<file path="config.mk">
export PLATFORM = sky130hd
export DESIGN_NAME = alarm_unit_flat
export DESIGN_NICKNAME = d
export VERILOG_FILES = /design/src/rtl/alarm_pkg.sv /design/src/rtl/alarm_unit_if.sv /design/src/rtl/alarm_unit_sec_tick_detect.sv /design/src/rtl/alarm_unit.sv /design/src/flat_wrapper.sv
export SDC_FILE = /design/constraint.sdc
export NUM_CORES = 1
export LEC_CHECK = 0
export CAP_MARGIN = 20
export CELL_PAD_IN_SITES_DETAIL_PLACEMENT = 0
export CELL_PAD_IN_SITES_GLOBAL_PLACEMENT = 1
export CORE_MARGIN = 5
export CORE_UTILIZATION = 38
export DETAILED_ROUTE_END_ITERATION = 10
export GPL_ROUTABILITY_DRIVEN = 0
export HOLD_SLACK_MARGIN = 0.05
export PLACE_DENSITY_LB_ADDON = 0.1
export SLEW_MARGIN = 5
export SYNTH_ARGS = -nofsm -noshare
export SYNTH_HDL_FRONTEND = slang
export SYNTH_SLANG_ARGS = --single-unit
</file>
<file path="constraint.sdc">
create_clock -name clk -period 2.6 [get_ports clk]
set_input_delay 0.65 -clock clk [delete_from_list [all_inputs] [get_ports clk]]
set_output_delay 0.65 -clock clk [all_outputs]
set_load 0.005 [all_outputs]
</file>
<file path="src/rtl/alarm_pkg.sv">
// Shared types and constants for the alarm controller: state encoding,
// time-field widths and the power-on alarm time (12:00 AM).
package alarm_pkg;

  localparam int HOUR_W = 4;
  localparam int MIN_W  = 6;
  localparam int SEC_W  = 6;

  typedef enum logic [1:0] {
    DISARMED = 2'd0,
    ARMED    = 2'd1,
    RINGING  = 2'd2,
    SNOOZE   = 2'd3
  } alarm_state_e;

  localparam logic [HOUR_W-1:0] RST_ALARM_HOUR = 4'd12;
  localparam logic [MIN_W-1:0]  RST_ALARM_MIN  = 6'd0;
  localparam logic              RST_ALARM_PM   = 1'b0;

endpackage

</file>
<file path="src/rtl/alarm_unit_if.sv">
// Bundle of live timer time, alarm programming, user controls and alarm
// outputs; the alarm controller is the slave, the timer/user side the master.
interface alarm_unit_if;

  logic [alarm_pkg::HOUR_W-1:0] hourNow;
  logic [alarm_pkg::MIN_W-1:0]  minNow;
  logic [alarm_pkg::SEC_W-1:0]  secNow;
  logic                         pmNow;
  logic                         alarmSet;
  logic [alarm_pkg::HOUR_W-1:0] alarmHour;
  logic [alarm_pkg::MIN_W-1:0]  alarmMin;
  logic                         alarmPm;
  logic                         enable;
  logic                         snooze;
  logic                         stop;
  logic                         ring;
  logic                         chime;
  logic [1:0]                   alarmState;

  modport slave (
    input  hourNow, minNow, secNow, pmNow,
    input  alarmSet, alarmHour, alarmMin, alarmPm,
    input  enable, snooze, stop,
    output ring, chime, alarmState
  );

  modport master (
    output hourNow, minNow, secNow, pmNow,
    output alarmSet, alarmHour, alarmMin, alarmPm,
    output enable, snooze, stop,
    input  ring, chime, alarmState
  );

endinterface

</file>
<file path="src/rtl/alarm_unit_sec_tick_detect.sv">
// Second-tick detector: a tick is any clock on which the timer's seconds
// field differs from the value seen on the previous clock.
module sec_tick_detect
  import alarm_pkg::*;
(
  input  logic             clk,
  input  logic             reset,
  input  logic [SEC_W-1:0] sec,
  output logic             tick
);

  logic [SEC_W-1:0] sec_prev;

  always_ff @(posedge clk) begin
    if (!reset) sec_prev <= '0;
    else        sec_prev <= sec;
  end

  assign tick = (sec != sec_prev);

endmodule

</file>
<file path="src/rtl/alarm_unit.sv">
// Alarm controller downstream of the timer: arms, rings, snoozes and
// auto-silences. Define ALARM_HOURLY_CHIME_EN to enable the top-of-hour chime.
module alarm_unit
  import alarm_pkg::*;
#(
  parameter int SNOOZE_MIN = 5,
  parameter int RING_SEC   = 60
) (
  input  logic         clk,
  input  logic         reset,
  alarm_unit_if.slave  bus
);

  localparam int RING_W = (RING_SEC > 1) ? $clog2(RING_SEC) : 1;
  localparam int SNZ_W  = $clog2(SNOOZE_MIN * 60 + 1);
  localparam logic [RING_W-1:0] RING_LAST = RING_W'(RING_SEC - 1);
  localparam logic [SNZ_W-1:0]  SNZ_LOAD  = SNZ_W'(SNOOZE_MIN * 60);

  alarm_state_e      state;
  logic [HOUR_W-1:0] alarm_hour;
  logic [MIN_W-1:0]  alarm_min;
  logic              alarm_pm;
  logic [RING_W-1:0] ring_cnt;
  logic [SNZ_W-1:0]  snz_cnt;
  logic              tick;
  logic              match;

  sec_tick_detect u_tick (
    .clk   (clk),
    .reset (reset),
    .sec   (bus.secNow),
    .tick  (tick)
  );

  // Only the exact hh:mm:00 instant triggers; a timer loaded later in the minute does not.
  assign match = bus.enable && (bus.hourNow == alarm_hour) && (bus.minNow == alarm_min)
              && (bus.secNow == '0) && (bus.pmNow == alarm_pm);

  assign bus.alarmState = state;

  // NOTE: every register here updates with <=, so match below still sees the
  // old alarm registers on a cycle where alarmSet loads new ones.
  always_ff @(posedge clk) begin
    if (!reset) begin
      state      <= DISARMED;
      bus.ring   <= 1'b0;
      alarm_hour <= RST_ALARM_HOUR;
      alarm_min  <= RST_ALARM_MIN;
      alarm_pm   <= RST_ALARM_PM;
      ring_cnt   <= '0;
      snz_cnt    <= '0;
    end else begin
      if (bus.alarmSet) begin
        alarm_hour <= bus.alarmHour;
        alarm_min  <= bus.alarmMin;
        alarm_pm   <= bus.alarmPm;
      end

      if (!bus.enable) begin
        state    <= DISARMED;
        bus.ring <= 1'b0;
        ring_cnt <= '0;
        snz_cnt  <= '0;
      end else if (bus.alarmSet && (state == RINGING || state == SNOOZE)) begin
        state    <= ARMED;
        bus.ring <= 1'b0;
      end else begin
        case (state)
          DISARMED: begin
            state    <= ARMED;
            bus.ring <= 1'b0;
          end
          ARMED: begin
            if (match) begin
              state    <= RINGING;
              ring_cnt <= '0;
              bus.ring <= 1'b1;
            end else begin
              bus.ring <= 1'b0;
            end
          end
          RINGING: begin
            if (bus.stop) begin
              state    <= ARMED;
              bus.ring <= 1'b0;
            end else if (bus.snooze) begin
              state    <= SNOOZE;
              snz_cnt  <= SNZ_LOAD;
              bus.ring <= 1'b0;
            end else if (tick && ring_cnt == RING_LAST) begin
              state    <= ARMED;
              bus.ring <= 1'b0;
            end else begin
              if (tick) ring_cnt <= ring_cnt + RING_W'(1);
              bus.ring <= 1'b1;
            end
          end
          SNOOZE: begin
            if (bus.stop) begin
              state    <= ARMED;
              bus.ring <= 1'b0;
            end else if (tick && snz_cnt == SNZ_W'(1)) begin
              state    <= RINGING;
              ring_cnt <= '0;
              bus.ring <= 1'b1;
            end else begin
              if (tick && snz_cnt != '0) snz_cnt <= snz_cnt - SNZ_W'(1);
              bus.ring <= 1'b0;
            end
          end
          default: begin
            state    <= DISARMED;
            bus.ring <= 1'b0;
          end
        endcase
      end
    end
  end

`ifdef ALARM_HOURLY_CHIME_EN
  // Chime ignores enable and alarm state; it follows the timer alone.
  always_ff @(posedge clk) begin
    if (!reset) bus.chime <= 1'b0;
    else        bus.chime <= tick && (bus.minNow == '0) && (bus.secNow == '0);
  end
`else
  assign bus.chime = 1'b0;
`endif

endmodule

</file>
<file path="src/flat_wrapper.sv">
// flat-port wrapper written by rule: the top's interface ports become plain ports
module alarm_unit_flat import alarm_pkg::*;
#(
  parameter int SNOOZE_MIN = 5,
  parameter int RING_SEC   = 60
)
  (clk, reset, bus_hourNow, bus_minNow, bus_secNow, bus_pmNow, bus_alarmSet, bus_alarmHour, bus_alarmMin, bus_alarmPm, bus_enable, bus_snooze, bus_stop, bus_ring, bus_chime, bus_alarmState);
  alarm_unit_if bus_i ();
  input  logic clk;
  input  logic reset;
  input wire logic [$bits(bus_i.hourNow)-1:0] bus_hourNow;
  input wire logic [$bits(bus_i.minNow)-1:0] bus_minNow;
  input wire logic [$bits(bus_i.secNow)-1:0] bus_secNow;
  input wire logic [$bits(bus_i.pmNow)-1:0] bus_pmNow;
  input wire logic [$bits(bus_i.alarmSet)-1:0] bus_alarmSet;
  input wire logic [$bits(bus_i.alarmHour)-1:0] bus_alarmHour;
  input wire logic [$bits(bus_i.alarmMin)-1:0] bus_alarmMin;
  input wire logic [$bits(bus_i.alarmPm)-1:0] bus_alarmPm;
  input wire logic [$bits(bus_i.enable)-1:0] bus_enable;
  input wire logic [$bits(bus_i.snooze)-1:0] bus_snooze;
  input wire logic [$bits(bus_i.stop)-1:0] bus_stop;
  output wire logic [$bits(bus_i.ring)-1:0] bus_ring;
  output wire logic [$bits(bus_i.chime)-1:0] bus_chime;
  output wire logic [$bits(bus_i.alarmState)-1:0] bus_alarmState;
  assign bus_i.hourNow = bus_hourNow;
  assign bus_i.minNow = bus_minNow;
  assign bus_i.secNow = bus_secNow;
  assign bus_i.pmNow = bus_pmNow;
  assign bus_i.alarmSet = bus_alarmSet;
  assign bus_i.alarmHour = bus_alarmHour;
  assign bus_i.alarmMin = bus_alarmMin;
  assign bus_i.alarmPm = bus_alarmPm;
  assign bus_i.enable = bus_enable;
  assign bus_i.snooze = bus_snooze;
  assign bus_i.stop = bus_stop;
  assign bus_ring = bus_i.ring;
  assign bus_chime = bus_i.chime;
  assign bus_alarmState = bus_i.alarmState;
  alarm_unit #(.SNOOZE_MIN(SNOOZE_MIN), .RING_SEC(RING_SEC)) u_core (.clk(clk), .reset(reset), .bus(bus_i));
endmodule
</file>
* Word-level counts from Yosys, hierarchy flattened *
Index checks and enable logic that the tools add are counted.

cells by class
  add/sub/neg operators = 2
  equality and inequality tests = 24
  mux-type cells = 29
  bitwise logic cells = 3
  reductions and logical operators = 20

operators by type and width
  operator                                                               number
  9-bit two-way mux                                                      5
  6-bit two-way mux                                                      7
  6-bit case mux with 3 select lines                                     1
  9-bit case mux with 2 select lines                                     1
  2-bit != test, second input constant                                   8
  2-bit two-way mux                                                      6
  9-bit by 1-bit equality test with 1-bit output, second input constant  1
  9-bit AND reduction                                                    1
  9-bit nonzero test                                                     1
  9-bit by 1-bit subtractor with 9-bit output, second input constant     1
  1-bit logical AND                                                      8
  4-bit != test, second input constant                                   2
  2-bit case mux with 4 select lines                                     1
  1-bit two-way mux                                                      7
  7-bit AND reduction                                                    1
  6-bit by 1-bit adder with 6-bit output, second input constant          1
  6-bit equality test                                                    1
  6-bit equality test, second input constant                             1
  6-bit zero test                                                        1
  6-bit != test                                                          1
  3-bit AND reduction                                                    2
  5-bit != test, second input constant                                   1
  2-bit equality test, second input constant                             2
  4-bit equality test                                                    1
  13 further kinds                                                       16

word-level totals
  register bits = 35
  bits of input ports = 34
  output and inout port bits = 4
  word-level logic and storage cells = 87

* Depth between registers and ports, before layout *
  depth in word-level cells = 8
  gate-level depth with buffers = 7
  mapped depth without buffers = 7

* Modules after synthesis *
Synthesis repeated with hierarchy kept, for this count alone.

second synthesis, totals
  cells, all modules = 204
  area, all modules = 1901.8 sq um

by module, submodules not included
  module           instances  cells an instance  area each (sq um)  sequential area each (sq um)
  alarm_unit       1          184                1679.1             580.6
  sec_tick_detect  1          20                 222.7              120.1

* Least setup slack after synthesis *
No wires, ideal clock.

  kind = input-to-reg
  start point = input bus_alarmSet
  end point = register u_core.snz_cnt[5]
  library setup time = 122 ps
  data arrival time = 2222 ps
  data required time = 2478 ps
  slack = 257 ps
  stages = 5
  path buffers = 1
  path through = clkbuf_1 -> or3b_2 -> nor4_1 -> nand2_1 -> o311a_1

between the ends
  cells in the longest elaborated chain, start to end = 3

RTL lines
  item                           line                source
  start, declared                flat_wrapper.sv:15  input wire logic [$bits(bus_i.alarmSet)-1:0] bus_alarmSet;
  1-bit logical AND              alarm_unit.sv:64    end else if (bus.alarmSet && (state == RINGING || state == SNOOZE)) begin
  1-bit NOT (no line)            n/a
  7-bit AND reduction (no line)  n/a
  end signal, assigned           alarm_unit.sv:107   if (tick && snz_cnt != '0) snz_cnt <= snz_cnt - SNZ_W'(1);
  end, declared                  alarm_unit.sv:24    logic [SNZ_W-1:0] snz_cnt;

Every way passes these cells.
A chain may end at the register's enable or synchronous reset.

* Worst setup path in the final report *
Ends and elaborated chain as after synthesis.

==> run_summary.xml <==
<?xml version="1.0" encoding="UTF-8"?>
<metrics>
  <group name="floorplanning">
    <metric name="die_height" unit="um">81.81</metric>
    <metric name="floorplan.io_pins" unit="">38</metric>
    <metric name="total_die_area" unit="um^2">6692</metric>
    <metric name="initial_core_util" unit="%">38.86</metric>
    <metric name="die_x" unit="um">81.81</metric>
    <metric name="placementRows" unit="">26</metric>
    <metric name="coreArea" unit="um^2">5042</metric>
  </group>
  <group name="job">
    <metric name="maxCapViolCount" unit="">0</metric>
  </group>
  <group name="synth">
    <metric name="synth_warnings" unit="">0</metric>
    <metric name="compound_gate_fraction_of_synth_area" unit="%">15.96</metric>
    <metric name="async_sr_flop_fraction" unit="%">0</metric>
    <metric name="synth_seq_area_share" unit="%">35.76</metric>
    <metric name="post_synthesis_xor_xnor_area_fraction" unit="%">8.493</metric>
    <metric name="ys_dominant_reg_cell" unit="">sky130_fd_sc_hd__dfxtp_1</metric>
    <metric name="synth_area" unit="um^2">1959</metric>
    <metric name="synth_seq_cells" unit="">35</metric>
    <metric name="synth_cells" unit="">225</metric>
    <metric name="nets_in_the_synthesized_netlist" unit="">263</metric>
    <metric name="postSynthAreaPerCell" unit="um^2">8.708</metric>
    <metric name="muxShareOfSynthArea" unit="%">6.641</metric>
    <metric name="synth_top_family_by_area" unit="">simple AND/OR/NAND/NOR gates</metric>
    <metric name="synth_edf_count" unit="">0</metric>
    <metric name="synth-simple-area-share" unit="%">27.08</metric>
    <metric name="yosys.area_share.adder" unit="%">2.554</metric>
    <metric name="yosys.cell_types.count" unit="">49</metric>
  </group>
  <group name="global_route">
    <metric name="grt_pass1_wl" unit="mm">7.976</metric>
    <metric name="via_count_of_the_first_global_routing_pass" unit="">1719</metric>
    <metric name="grt_start_max_net_pins" unit="">13</metric>
    <metric name="gr-total-overflow" unit="">0</metric>
    <metric name="global_route.usage.total" unit="%">15.61</metric>
    <metric name="grt_antenna_before_repair" unit="">0</metric>
  </group>
  <group name="sta">
    <metric name="report.final.setup_viol" unit="">0</metric>
    <metric name="highest_clock_rate" unit="MHz">428.0</metric>
    <metric name="finClkSkew" unit="ps">7.042</metric>
    <metric name="period_needed" unit="ps">2337</metric>
    <metric name="hold_viol_final" unit="">0</metric>
    <metric name="slew_viol_final" unit="">0</metric>
    <metric name="setup_total_negative_slack" unit="ps">0</metric>
    <metric name="setup_repair_after_global_routing_missed_its_margin" unit="">false</metric>
    <metric name="timing.final.crit_share" unit="%">89.87</metric>
  </group>
  <group name="final_layout">
    <metric name="instances_no_fill" unit="">342</metric>
    <metric name="most-common-layout-cells" unit="">36 x sky130_fd_sc_hd__clkdlybuf4s50_1, 35 x sky130_fd_sc_hd__dfxtp_1, 17 x sky130_fd_sc_hd__xnor2_1, 16 x sky130_fd_sc_hd__nand2_1, 13 x sky130_fd_sc_hd__mux2i_1</metric>
    <metric name="final_layout_size_suffix_gt1_share" unit="%">11.03</metric>
    <metric name="layout_commonest_cell" unit="">sky130_fd_sc_hd__clkdlybuf4s50_1</metric>
    <metric name="diodes" unit="">0</metric>
    <metric name="utilization" unit="%">50.52</metric>
    <metric name="finalNetCount" unit="">309</metric>
    <metric name="layout-area-overhead-vs-synth" unit="%">30.01</metric>
  </group>
  <group name="place">
    <metric name="placedCellCount" unit="">334</metric>
    <metric name="port_buffers" unit="">36</metric>
    <metric name="dpl.hpwl" unit="mm">3.710</metric>
  </group>
  <group name="setup_path">
    <metric name="cp_max_fo" unit="">5</metric>
    <metric name="crit_family" unit="">simple AND/OR/NAND/NOR gates</metric>
    <metric name="endpoint_kind" unit="">flop</metric>
    <metric name="critPathBufInv" unit="">2</metric>
    <metric name="path_cells" unit="">clkdlybuf4s50_1 -&gt; or3b_2 -&gt; nor4_1 -&gt; buf_4 -&gt; nand2_1 -&gt; o311a_1</metric>
    <metric name="cell_type_of_the_slowest_stage_on_the_worst_timing_path" unit="">sky130_fd_sc_hd__or3b_2</metric>
    <metric name="crit_path_max_incr_delay" unit="ps">520</metric>
    <metric name="setup.worst_path.start_class" unit="">input pin</metric>
    <metric name="timing.setup.critical_path_class" unit="">in2reg</metric>
    <metric name="worst-endpoint-arrival" unit="ps">2520</metric>
    <metric name="worst-endpoint-required" unit="ps">2780</metric>
  </group>
  <group name="pwr">
    <metric name="total_power" unit="mW">1.114</metric>
    <metric name="power.density_cell_area" unit="nW/um^2">437.2</metric>
    <metric name="static-leakage-power" unit="nW">0.9020</metric>
    <metric name="ir_worst_vdd" unit="mV">0.2395</metric>
  </group>
  <group name="clocking">
    <metric name="cts.repair_timing.setup_buffer_count" unit="">0</metric>
    <metric name="clock_transition_at_the_register_clock_pins_on_the_worst_setup_and_hold_paths_after_cts" unit="ps">80</metric>
    <metric name="cts_inserted_buffers" unit="">5</metric>
    <metric name="cts_hold_buf" unit="">0</metric>
    <metric name="htreeDepth" unit="">2</metric>
    <metric name="clock_insertion_delay_worst_skew" unit="ps">290</metric>
    <metric name="cts_tree" unit="">done</metric>
    <metric name="clock-root-buffer" unit="">sky130_fd_sc_hd__clkbuf_8</metric>
    <metric name="cts.sink_count" unit="">35</metric>
    <metric name="post_cts_resize_count" unit="">0</metric>
    <metric name="cts_max_path_buffers" unit="">2</metric>
  </group>
  <group name="drt">
    <metric name="drc_errors" unit="">0</metric>
    <metric name="antenna_left" unit="">0</metric>
    <metric name="drt_pre_antenna_iters" unit="">4</metric>
    <metric name="detailedRoute.firstIterationViolations" unit="">42</metric>
    <metric name="total_detailed_routing_wirelength" unit="mm">4.671</metric>
    <metric name="routed-via-count" unit="">1711</metric>
    <metric name="wire_per_inst" unit="um">13.66</metric>
    <metric name="post_drt_via_cell_ratio" unit="">5.003</metric>
  </group>
  <group name="run_status">
    <metric name="run_status" unit="">complete, no violations</metric>
  </group>
  <group name="hold_path">
    <metric name="holdCritPathClass" unit="">reg2reg</metric>
  </group>
</metrics>
[worst reg2reg max path, delay by kind of cell (launching register included)]
| kind | cells | cell delay [ps] |
|---|---|---|
| multiplexers | 1 | 190 |
| AO/OA/AOI/OAI | 2 | 660 |
| AND/OR/NAND/NOR | 2 | 970 |
| flip-flops | 1 | 340 |
[synthesized netlist by cell type, drive strengths merged, types with 2 or more instances]
cell	n	area share [%]
o211a	2	1.0
mux2i	13	6.6
nor4	4	1.3
or3	4	1.5
nand2b	2	0.64
and2	10	3.2
nand2	16	3.1
dfxtp	35	36
nor2b	9	2.9
xor2	2	0.89
nand3	9	2.3
or4	3	1.3
or2	4	1.3
nor3b	3	1.1
nand3b	2	0.77
nand4	6	1.9
inv	7	1.3
buf	2	0.57
o21ai	9	2.3
ha	4	2.6
and3	4	1.3
o211ai	4	1.5
nor3	4	1.0
o31ai	2	0.77
a21oi	11	2.8
xnor2	17	7.6
clkbuf	7	1.4
nor2	11	2.1
a211oi	3	1.1
[routing by layer]
metal  vias up  part of all wire [%]  track usage, %
li1        900                     -               -
met1       784                    45           18.76
met2        23                    50           27.14
met3         4                   3.4           3.947
met4         0                  0.90           4.817
met5         -                     0               0
[cell families (layout without fill, tap and decap cells)]
logic type / after synthesis / after routing
and+or+nand+nor: 94 / 94
buffers and inverters: 16 / 63
xor gates and xnor gates: 19 / 19
DFF: 35 / 35
muxes: 13 / 13
other: 1 / 1
adders and majority gates: 4 / 4
AOI/OAI and AO/OA: 43 / 43
[layout make-up]
type | instances | area (um^2)
Fill cell | 512 | 2495
Multi-Input combinational cell | 174 | 1194
Sequential cell | 35 | 700.7
Timing Repair Buffer | 48 | 450.4
Tap cell | 70 | 87.58
Clock buffer | 5 | 68.82
Inverter | 7 | 26.28
Clock inverter | 3 | 20.02
[report_power, final]
part | switching, mW | internal, mW
sequential | 0.00961 | 0.552
clock | 0.211 | 0.186
combinational | 0.0635 | 0.0915
total | 0.284 | 0.830
[stage by stage]
step | cell area [um^2] | hold slack, ps | setup slack, ps
finish | 2547 | 502.6 | 263.3
global route | 2547 | 527.0 | 198.5
CTS | 2547 | 503.3 | 247.5
detailed placement | 2459 | 485.5 | -62.35
global placement | 2459 | 479.4 | -43.17
floorplan | 1959 | 460.8 | 256.7
[flip-flops by register name (all words and copies together) (netlist names)]
signal,flops
u_core.bus.ring,1
u_core.ring_cnt,6
u_core.u_tick.sec_prev,6
u_core.alarm_hour,4
u_core.alarm_pm,1
u_core.bus.alarmState,2
u_core.alarm_min,6
u_core.snz_cnt,9
[final timing paths]
check	from	endpoint	slack [ps]	cells after the start
worst min register to register	u_core.ring_cnt[5]$_SDFFE_PN0P_	u_core.ring_cnt[5]$_SDFFE_PN0P_	500	1
worst min-delay path	u_core.ring_cnt[5]$_SDFFE_PN0P_	u_core.ring_cnt[5]$_SDFFE_PN0P_	500	1
worst max-delay path	bus_alarmSet	u_core.snz_cnt[5]$_SDFFE_PN0P_	260	6
worst max register to register	u_core.snz_cnt[6]$_SDFFE_PN0P_	u_core.ring_cnt[1]$_SDFFE_PN0P_	390	5
Power figures use the tool's default switching activity.
